===== src/rtl/bmm150_pkg.sv =====
// Shared register map, opcode helpers and state/error encodings for the BMM150 sequencer.
package bmm150_pkg;

    localparam logic [7:0] REG_CHIP_ID    = 8'h40;
    localparam logic [7:0] REG_DATA_X_LSB = 8'h42;
    localparam logic [7:0] REG_PWR_CTRL   = 8'h4B;
    localparam logic [7:0] REG_OP_MODE    = 8'h4C;
    localparam logic [7:0] READ_BIT       = 8'h80;
    localparam logic [7:0] PWR_CTRL_ON    = 8'h01;

    localparam logic [1:0] OPMODE_NORMAL  = 2'b00;
    localparam logic [1:0] OPMODE_SLEEP   = 2'b11;

    typedef enum logic [3:0] {
        ST_IDLE,
        ST_PWR_ON,
        ST_PWR_WAIT,
        ST_READ_ID,
        ST_CHECK_ID,
        ST_SET_MODE,
        ST_BURST,
        ST_PUBLISH,
        ST_WAIT_PERIOD,
        ST_ERROR
    } ctrl_state_t;

    typedef enum logic [1:0] {
        ERR_NONE        = 2'b00,
        ERR_ID_MISMATCH = 2'b01,
        ERR_TIMEOUT     = 2'b10
    } err_code_t;

    // OP_MODE register layout: [5:3] data rate, [2:1] operation mode.
    function automatic logic [7:0] opmode_byte(input logic [2:0] odr, input logic [1:0] mode);
        return {2'b00, odr, mode, 1'b0};
    endfunction

endpackage


===== src/rtl/bmm150_spi_req.sv =====
// Single-transaction front end for spi_master_bmm150: busy-gated start pulse,
// held command fields, done wait with timeout, and a one-cycle ack to the sequencer.
module bmm150_spi_req #(
    parameter int unsigned XACT_TIMEOUT_CYCLES = 4096
) (
    input  logic       clk,
    input  logic       rst_n,
    input  logic       req_i,
    input  logic [7:0] addr_i,
    input  logic [7:0] wdata_i,
    input  logic       rw_i,
    output logic       ack_o,
    output logic [7:0] rdata_o,
    output logic       timeout_o,
    output logic       spi_start_o,
    output logic [7:0] spi_reg_addr_o,
    output logic [7:0] spi_tx_data_o,
    output logic       spi_rw_o,
    input  logic [7:0] spi_rx_data_i,
    input  logic       spi_busy_i,
    input  logic       spi_done_i
);

    typedef enum logic {REQ_IDLE, REQ_WAIT} req_state_t;

    localparam logic [31:0] TMO_LAST = 32'(XACT_TIMEOUT_CYCLES - 1);

    req_state_t  state_q, state_d;
    logic        start_q, start_d;
    logic [7:0]  addr_q, addr_d;
    logic [7:0]  wdata_q, wdata_d;
    logic        rw_q, rw_d;
    logic [31:0] cnt_q, cnt_d;

    always_comb begin
        state_d   = state_q;
        start_d   = 1'b0;
        addr_d    = addr_q;
        wdata_d   = wdata_q;
        rw_d      = rw_q;
        cnt_d     = cnt_q;
        ack_o     = 1'b0;
        timeout_o = 1'b0;
        rdata_o   = spi_rx_data_i;
        case (state_q)
            REQ_IDLE: begin
                if (req_i && !spi_busy_i) begin
                    start_d = 1'b1;
                    addr_d  = addr_i;
                    wdata_d = wdata_i;
                    rw_d    = rw_i;
                    cnt_d   = '0;
                    state_d = REQ_WAIT;
                end
            end
            REQ_WAIT: begin
                // cnt_q equals cycles elapsed since the start pulse was on the wire
                if (spi_done_i) begin
                    ack_o   = 1'b1;
                    state_d = REQ_IDLE;
                end else if (cnt_q >= TMO_LAST) begin
                    timeout_o = 1'b1;
                    state_d   = REQ_IDLE;
                end else begin
                    cnt_d = cnt_q + 32'd1;
                end
            end
            default: state_d = REQ_IDLE;
        endcase
    end

    always_ff @(posedge clk) begin
        if (!rst_n) begin
            state_q <= REQ_IDLE;
            start_q <= 1'b0;
            addr_q  <= '0;
            wdata_q <= '0;
            rw_q    <= 1'b0;
            cnt_q   <= '0;
        end else begin
            state_q <= state_d;
            start_q <= start_d;
            addr_q  <= addr_d;
            wdata_q <= wdata_d;
            rw_q    <= rw_d;
            cnt_q   <= cnt_d;
        end
    end

    assign spi_start_o    = start_q;
    assign spi_reg_addr_o = addr_q;
    assign spi_tx_data_o  = wdata_q;
    assign spi_rw_o       = rw_q;

endmodule


===== src/rtl/bmm150_ctrl.sv =====
// BMM150 power-up / ID check / mode setup sequencer with periodic data-register bursts.
// Optional BMM150_DRDY_CHECK_EN gates publishing on the data-ready bit and adds drdy_miss_cnt.
module bmm150_ctrl
    import bmm150_pkg::*;
#(
    parameter int unsigned POWERUP_WAIT_CYCLES  = 100000,
    parameter int unsigned SAMPLE_PERIOD_CYCLES = 1000000,
    parameter int unsigned XACT_TIMEOUT_CYCLES  = 4096,
    parameter logic [7:0]  CHIP_ID_EXP          = 8'h32,
    parameter logic [2:0]  ODR_CODE             = 3'b000
) (
    input  logic        clk,
    input  logic        rst_n,
    input  logic        enable,
    output logic        spi_start,
    output logic [7:0]  spi_reg_addr,
    output logic [7:0]  spi_tx_data,
    output logic        spi_rw,
    input  logic [7:0]  spi_rx_data,
    input  logic        spi_busy,
    input  logic        spi_done,
    output logic [12:0] mag_x,
    output logic [12:0] mag_y,
    output logic [14:0] mag_z,
    output logic [13:0] rhall,
    output logic        data_valid,
    output logic        init_done,
    output logic        err,
    output logic [1:0]  err_code
`ifdef BMM150_DRDY_CHECK_EN
    ,
    output logic [15:0] drdy_miss_cnt
`endif
);

    localparam logic [31:0] PWR_LAST   = 32'(POWERUP_WAIT_CYCLES - 1);
    // Period counter restarts on the burst's first start pulse; the request path adds two cycles.
    localparam logic [31:0] PER_THRESH = (SAMPLE_PERIOD_CYCLES >= 2) ? 32'(SAMPLE_PERIOD_CYCLES - 2) : '0;

    ctrl_state_t state_q, state_d;
    err_code_t   err_q, err_d;
    logic [2:0]  idx_q, idx_d;
    logic [31:0] wait_cnt_q, wait_cnt_d;
    logic [31:0] per_cnt_q, per_cnt_d;
    logic [7:0]  id_q, id_d;
    logic [7:0]  bytes_q [8];
    logic [7:0]  bytes_d [8];
    logic [12:0] mag_x_q, mag_x_d, mag_y_q, mag_y_d;
    logic [14:0] mag_z_q, mag_z_d;
    logic [13:0] rhall_q, rhall_d;
    logic        dv_q, dv_d;
    logic        init_q, init_d;
    logic        pub;

    logic        req, ack, tmo;
    logic [7:0]  req_addr, req_wdata, rdata;
    logic        req_rw;

`ifdef BMM150_DRDY_CHECK_EN
    logic [15:0] miss_q, miss_d;
    assign pub = (state_q == ST_PUBLISH) && bytes_q[6][0];
`else
    assign pub = (state_q == ST_PUBLISH);
`endif

    always_comb begin
        state_d    = state_q;
        err_d      = err_q;
        idx_d      = idx_q;
        wait_cnt_d = wait_cnt_q;
        id_d       = id_q;
        bytes_d    = bytes_q;
        init_d     = init_q;
        req        = 1'b0;
        req_addr   = '0;
        req_wdata  = '0;
        req_rw     = 1'b0;
        per_cnt_d  = (per_cnt_q != '1) ? per_cnt_q + 32'd1 : per_cnt_q;
        if (state_q == ST_BURST && idx_q == 3'd0 && spi_start) per_cnt_d = 32'd1;

        case (state_q)
            ST_IDLE: begin
                init_d = 1'b0;
                if (enable && !spi_busy) state_d = ST_PWR_ON;
            end
            ST_PWR_ON: begin
                req       = 1'b1;
                req_addr  = REG_PWR_CTRL;
                req_wdata = PWR_CTRL_ON;
                if (ack) begin
                    wait_cnt_d = '0;
                    state_d    = ST_PWR_WAIT;
                end
            end
            ST_PWR_WAIT: begin
                if (wait_cnt_q >= PWR_LAST) state_d = ST_READ_ID;
                else wait_cnt_d = wait_cnt_q + 32'd1;
            end
            ST_READ_ID: begin
                req      = 1'b1;
                req_addr = READ_BIT | REG_CHIP_ID;
                req_rw   = 1'b1;
                if (ack) begin
                    id_d    = rdata;
                    state_d = ST_CHECK_ID;
                end
            end
            ST_CHECK_ID: begin
                if (id_q == CHIP_ID_EXP) state_d = ST_SET_MODE;
                else begin
                    err_d   = ERR_ID_MISMATCH;
                    state_d = ST_ERROR;
                end
            end
            ST_SET_MODE: begin
                req       = 1'b1;
                req_addr  = REG_OP_MODE;
                req_wdata = opmode_byte(ODR_CODE, OPMODE_NORMAL);
                if (ack) begin
                    init_d  = 1'b1;
                    idx_d   = '0;
                    state_d = ST_BURST;
                end
            end
            ST_BURST: begin
                req      = 1'b1;
                req_addr = READ_BIT | (REG_DATA_X_LSB + {5'b00000, idx_q});
                req_rw   = 1'b1;
                if (ack) begin
                    bytes_d[idx_q] = rdata;
                    idx_d          = idx_q + 3'd1;
                    if (idx_q == 3'd7) state_d = ST_PUBLISH;
                end
            end
            ST_PUBLISH: state_d = ST_WAIT_PERIOD;
            ST_WAIT_PERIOD: begin
                if (!enable) begin
                    init_d  = 1'b0;
                    state_d = ST_IDLE;
                end else if (per_cnt_q >= PER_THRESH) begin
                    idx_d   = '0;
                    state_d = ST_BURST;
                end
            end
            ST_ERROR: ;
            default: state_d = ST_ERROR;
        endcase

        if (tmo) begin
            err_d   = ERR_TIMEOUT;
            state_d = ST_ERROR;
        end
    end

    always_comb begin
        mag_x_d = mag_x_q;
        mag_y_d = mag_y_q;
        mag_z_d = mag_z_q;
        rhall_d = rhall_q;
        dv_d    = pub;
        if (pub) begin
            mag_x_d = {bytes_q[1], bytes_q[0][7:3]};
            mag_y_d = {bytes_q[3], bytes_q[2][7:3]};
            mag_z_d = {bytes_q[5], bytes_q[4][7:1]};
            rhall_d = {bytes_q[7], bytes_q[6][7:2]};
        end
`ifdef BMM150_DRDY_CHECK_EN
        miss_d = miss_q;
        if (state_q == ST_PUBLISH && !bytes_q[6][0] && miss_q != '1) miss_d = miss_q + 16'd1;
`endif
    end

    always_ff @(posedge clk) begin
        if (!rst_n) begin
            state_q    <= ST_IDLE;
            err_q      <= ERR_NONE;
            idx_q      <= '0;
            wait_cnt_q <= '0;
            per_cnt_q  <= '0;
            id_q       <= '0;
            for (int unsigned i = 0; i < 8; i++) bytes_q[i] <= '0;
            init_q     <= 1'b0;
            mag_x_q    <= '0;
            mag_y_q    <= '0;
            mag_z_q    <= '0;
            rhall_q    <= '0;
            dv_q       <= 1'b0;
`ifdef BMM150_DRDY_CHECK_EN
            miss_q     <= '0;
`endif
        end else begin
            state_q    <= state_d;
            err_q      <= err_d;
            idx_q      <= idx_d;
            wait_cnt_q <= wait_cnt_d;
            per_cnt_q  <= per_cnt_d;
            id_q       <= id_d;
            bytes_q    <= bytes_d;
            init_q     <= init_d;
            mag_x_q    <= mag_x_d;
            mag_y_q    <= mag_y_d;
            mag_z_q    <= mag_z_d;
            rhall_q    <= rhall_d;
            dv_q       <= dv_d;
`ifdef BMM150_DRDY_CHECK_EN
            miss_q     <= miss_d;
`endif
        end
    end

    bmm150_spi_req #(
        .XACT_TIMEOUT_CYCLES(XACT_TIMEOUT_CYCLES)
    ) u_req (
        .clk           (clk),
        .rst_n         (rst_n),
        .req_i         (req),
        .addr_i        (req_addr),
        .wdata_i       (req_wdata),
        .rw_i          (req_rw),
        .ack_o         (ack),
        .rdata_o       (rdata),
        .timeout_o     (tmo),
        .spi_start_o   (spi_start),
        .spi_reg_addr_o(spi_reg_addr),
        .spi_tx_data_o (spi_tx_data),
        .spi_rw_o      (spi_rw),
        .spi_rx_data_i (spi_rx_data),
        .spi_busy_i    (spi_busy),
        .spi_done_i    (spi_done)
    );

    logic unused_bits;
    assign unused_bits = ^{bytes_q[0][2:0], bytes_q[2][2:0], bytes_q[4][0], bytes_q[6][1:0]};

    assign mag_x      = mag_x_q;
    assign mag_y      = mag_y_q;
    assign mag_z      = mag_z_q;
    assign rhall      = rhall_q;
    assign data_valid = dv_q;
    assign init_done  = init_q;
    assign err        = (err_q != ERR_NONE);
    assign err_code   = err_q;
`ifdef BMM150_DRDY_CHECK_EN
    assign drdy_miss_cnt = miss_q;
`endif

endmodule

===== config.mk =====
export PLATFORM = sky130hd
export DESIGN_NAME = bmm150_ctrl
export DESIGN_NICKNAME = d
export VERILOG_FILES = /design/src/rtl/bmm150_pkg.sv /design/src/rtl/bmm150_spi_req.sv /design/src/rtl/bmm150_ctrl.sv
export SDC_FILE = /design/constraint.sdc
export NUM_CORES = 1
export LEC_CHECK = 0
export ABC_AREA = 1
export CORE_MARGIN = 10
export CORE_UTILIZATION = 52
export CTS_CLUSTER_DIAMETER = 40
export CTS_CLUSTER_SIZE = 14
export DETAILED_ROUTE_END_ITERATION = 8
export GPL_ROUTABILITY_DRIVEN = 0
export PLACE_DENSITY = 0.74
export SLEW_MARGIN = 20
export SYNTH_ARGS = -nofsm -noshare
export SYNTH_HDL_FRONTEND = slang
export SYNTH_SLANG_ARGS = --single-unit
export TNS_END_PERCENT = 100

===== constraint.sdc =====
create_clock -name clk -period 1.5 [get_ports clk]
set_input_delay 0.3 -clock clk [delete_from_list [all_inputs] [get_ports clk]]
set_output_delay 0.3 -clock clk [all_outputs]
set_load 0.05 [all_outputs]

==> metrics.txt <==
Worst Setup SP wait_cnt_q[28]; Fin Hold WS 205.4 ps; first-pass GRT wire length 46860 µm; synth warn 0; Crit Path Class flip-flop to flip-flop; fin crit period 1934 ps; largest net degree at the start of global routing 84; P per Cell Area 1159 nW/µm²; Power Total 18.65 mW; clock sink total 235; Post-Route WL 39180 µm; chip height 159.2 µm; cells after synthesis 1389; I/O pin total 91; Synth area leaders dfxtp_1, nor2_1, nand2_1; GRT overflow 0; period utilisation layout 128.9%; Post-DP Area 12910 µm²; area grow syn2layout 59.85%; Initial Utilization 53.29%; Post-CTS Hold Fix Bufs 0; # diodes 0; setup_tns -36760 ps; cell internal pwr 12.73 mW; non-filler cells, final 1941; hold path startpoint rst_n; Cell Area, Synth 10070 µm²; final instance area 16090 µm²; Vias 11410; Util after Layout 85.19%; Clock power frac 40.0%; layout cells sized above 1 41.88%; outcome complete, but fails checks; CTS Buffer Depth 3; number of global-route vias before repair 9851; Least-Margin Pin Slew 619.3 ps; post-place setup slack -360.7 ps; CP Launch Type flip-flop; Worst EP required 1960 ps; commonest register cell after synthesis dfxtp_1; cell total after placement 1836; Clock Latency Late Sink 560 ps; CTS root buf clkbuf_16; Core Region 18890 µm²; ANT nets after route 0; Critical Path AT 2400 ps; GRT Total Usage 21.21%; Peak Freq 0.5170 GHz; EDFF count, synth 0; combinational share of power 24.2%; Initial DRT Pass Iterations 6; final hold viol count 0; area share of the largest cell type after synthesis 46.73%; Vias/cell 5.877; post-synth top area cell dfxtp_1; Reg-to-Reg Start wait_cnt_q[28]; DPL Wire Length 18610 µm; CP max stage delay 330 ps; Final WS setup -434.1 ps; row count 50; maxcap violations 0; CP max FO 4; sequential power share 35.9%; failing checks negative setup slack; starting DRC count in detailed routing 1302; synthesized flop and latch total 235; Finish-stage setup viols 212; reg2reg setup slack -430 ps; switch share 31.74%; Port Buffer Count 81; Leakage 6.939 nW; post-synth cell types 45; total CTS buffers 29; # H-tree levels 1; mean area per synthesized cell 7.249 µm²; nature of the critical path endpoint flip-flop; worst path cell trace nor2_1 > nand2_1 > nor2_2 > nand2_2 > nor2_4 > nand3_4 > buf_6 > nand2_2 > inv_2 > nand2_2 > inv_2 > nand2_1 > nand2_1 > nor2_1; async set-reset flop share out of synthesis 0%; CP max stage cell dfxtp_1; die area 25330 µm²; switching pwr 5.919 mW; routed len/inst 20.19 µm; worst clock skew 16.45 ps; Worst Hold Class primary input to flip-flop; CTS tree built; relative slew slack 58.56%; RSZ-0062 raised after global routing true; die width 159.2 µm; maximum vdd drop 0.9864 mV; initial antenna violation count 0; max-slew violation count 0; post-synthesis sequential area ratio 46.73%; clock-pin slew on the worst setup and hold paths 70 ps; DRC 0; Nets 1682
==> cells by family (layout without fill, tap and decap cells) <==
kind of cell / Yosys count / in the layout / share of synthesized area, %
flops: 235 / 235 / 46.73
buf+inv: 201 / 483 / 8.587
simple gates: 705 / 707 / 30.26
fa+ha+maj: 11 / 11 / 1.367
compound gates: 213 / 213 / 11.02
other cells: 1 / 9 / 0.03725
xor+xnor: 23 / 23 / 2.001
==> Yosys cell counts, types with 2 or more instances <==
cell type  number
inv_1         133
o21ai_0       140
buf_2           9
buf_1           2
buf_6           4
nor3_2          2
nand3_2         9
nor4_1          3
xor2_1         14
a21oi_1        43
buf_4          11
inv_2          14
nor2_4          4
ha_1           11
nand2_2         7
nor2_1        359
nor3b_2         2
nor2_2          4
nand4_1        27
dfxtp_1       235
o21bai_1        2
xnor2_1         9
clkbuf_1       25
nand2_4         4
nand3_1        40
or2_2           4
a31oi_1         5
o21ai_1        15
nand2_1       194
nor3_1         40
a22o_1          2
a21oi_2         3
==> cell usage in the layout, fill, tap and decap left out, types with 19 or more instances in the layout <==
master | netlist | layout
clkbuf_16 | 0 | 35
nand2_4 | 4 | 30
buf_12 | 1 | 83
buf_4 | 11 | 147
nor3_1 | 40 | 19
dfxtp_2 | 0 | 21
inv_1 | 133 | 109
nand2_1 | 194 | 128
inv_2 | 14 | 19
nand2_2 | 7 | 44
a21oi_2 | 3 | 19
dfxtp_1 | 235 | 203
nand3_1 | 40 | 24
o21ai_2 | 0 | 46
a21oi_1 | 43 | 26
nand4_1 | 27 | 27
nor2_2 | 4 | 70
o21ai_1 | 15 | 51
nor2_1 | 359 | 265
o21ai_0 | 140 | 56
buf_6 | 4 | 26
nor2_4 | 4 | 32
==> metal layers <==
metal | wire [µm] | vias to the layer above | global-route usage [%]
met2 | 19370 | 777 | 37.68
met5 | 0 | - | 0
met4 | 2989 | 0 | 7.035
met1 | 13620 | 5379 | 25.35
met3 | 3201 | 292 | 3.511
li1 | - | 4960 | -
==> timing repair <==
action	in CTS	in global routing
gates cloned	2	13
gates resized for setup	158	406
setup buffers	13	26
pin swaps	44	109
endpoints found under the setup margin	185	216
==> registers in the layout (all words and copies together), names as in the netlist, 13 cells and up <==
signal,count
bytes_q,55
mag_x,13
mag_y,13
mag_z,15
per_cnt_q,32
rhall,14
u_req.cnt_q,32
wait_cnt_q,32
==> layout make-up <==
type / instances / area [µm²]
clock inverters: 21 / 275.3
clock buffers: 33 / 750.7
inverters: 148 / 625.6
repair buffers: 279 / 3398
flip-flops and latches: 235 / 4772
fillers: 863 / 2799
well taps: 260 / 325.3
repair inverters: 2 / 20.02
multi-input cells: 963 / 5927
==> power by group through the flow <==
| stage | Combinational [mW] | Clock (mW) | Sequential [mW] |
|---|---|---|---|
| 2_1_floorplan | 1.46 | 0 | 6.94 |
| 3_3_place_gp | 2.89 | 0 | 6.74 |
| 3_5_place_dp | 2.93 | 0 | 6.75 |
| 4_1_cts | 3.22 | 7.35 | 6.64 |
| 5_1_grt | 4.67 | 7.72 | 6.70 |
| 6_report | 4.51 | 7.45 | 6.69 |
==> worst paths after layout <==
| check | to | cells after the start |
|---|---|---|
| worst max register to register | state_q[1] | 14 |
| worst min-delay path | u_req.cnt_q[9] | 4 |
| worst max-delay path | state_q[1] | 14 |
| worst min register to register | wait_cnt_q[25] | 2 |
==> worst max-delay path: cells and delay by family, from the launching register on <==
kind                   cells  cell delay [ps]
buffers and inverters      3              280
DFF                        1              330
and+or+nand+nor           11             1220
Note: power is estimated with default switching activity, not from simulation.
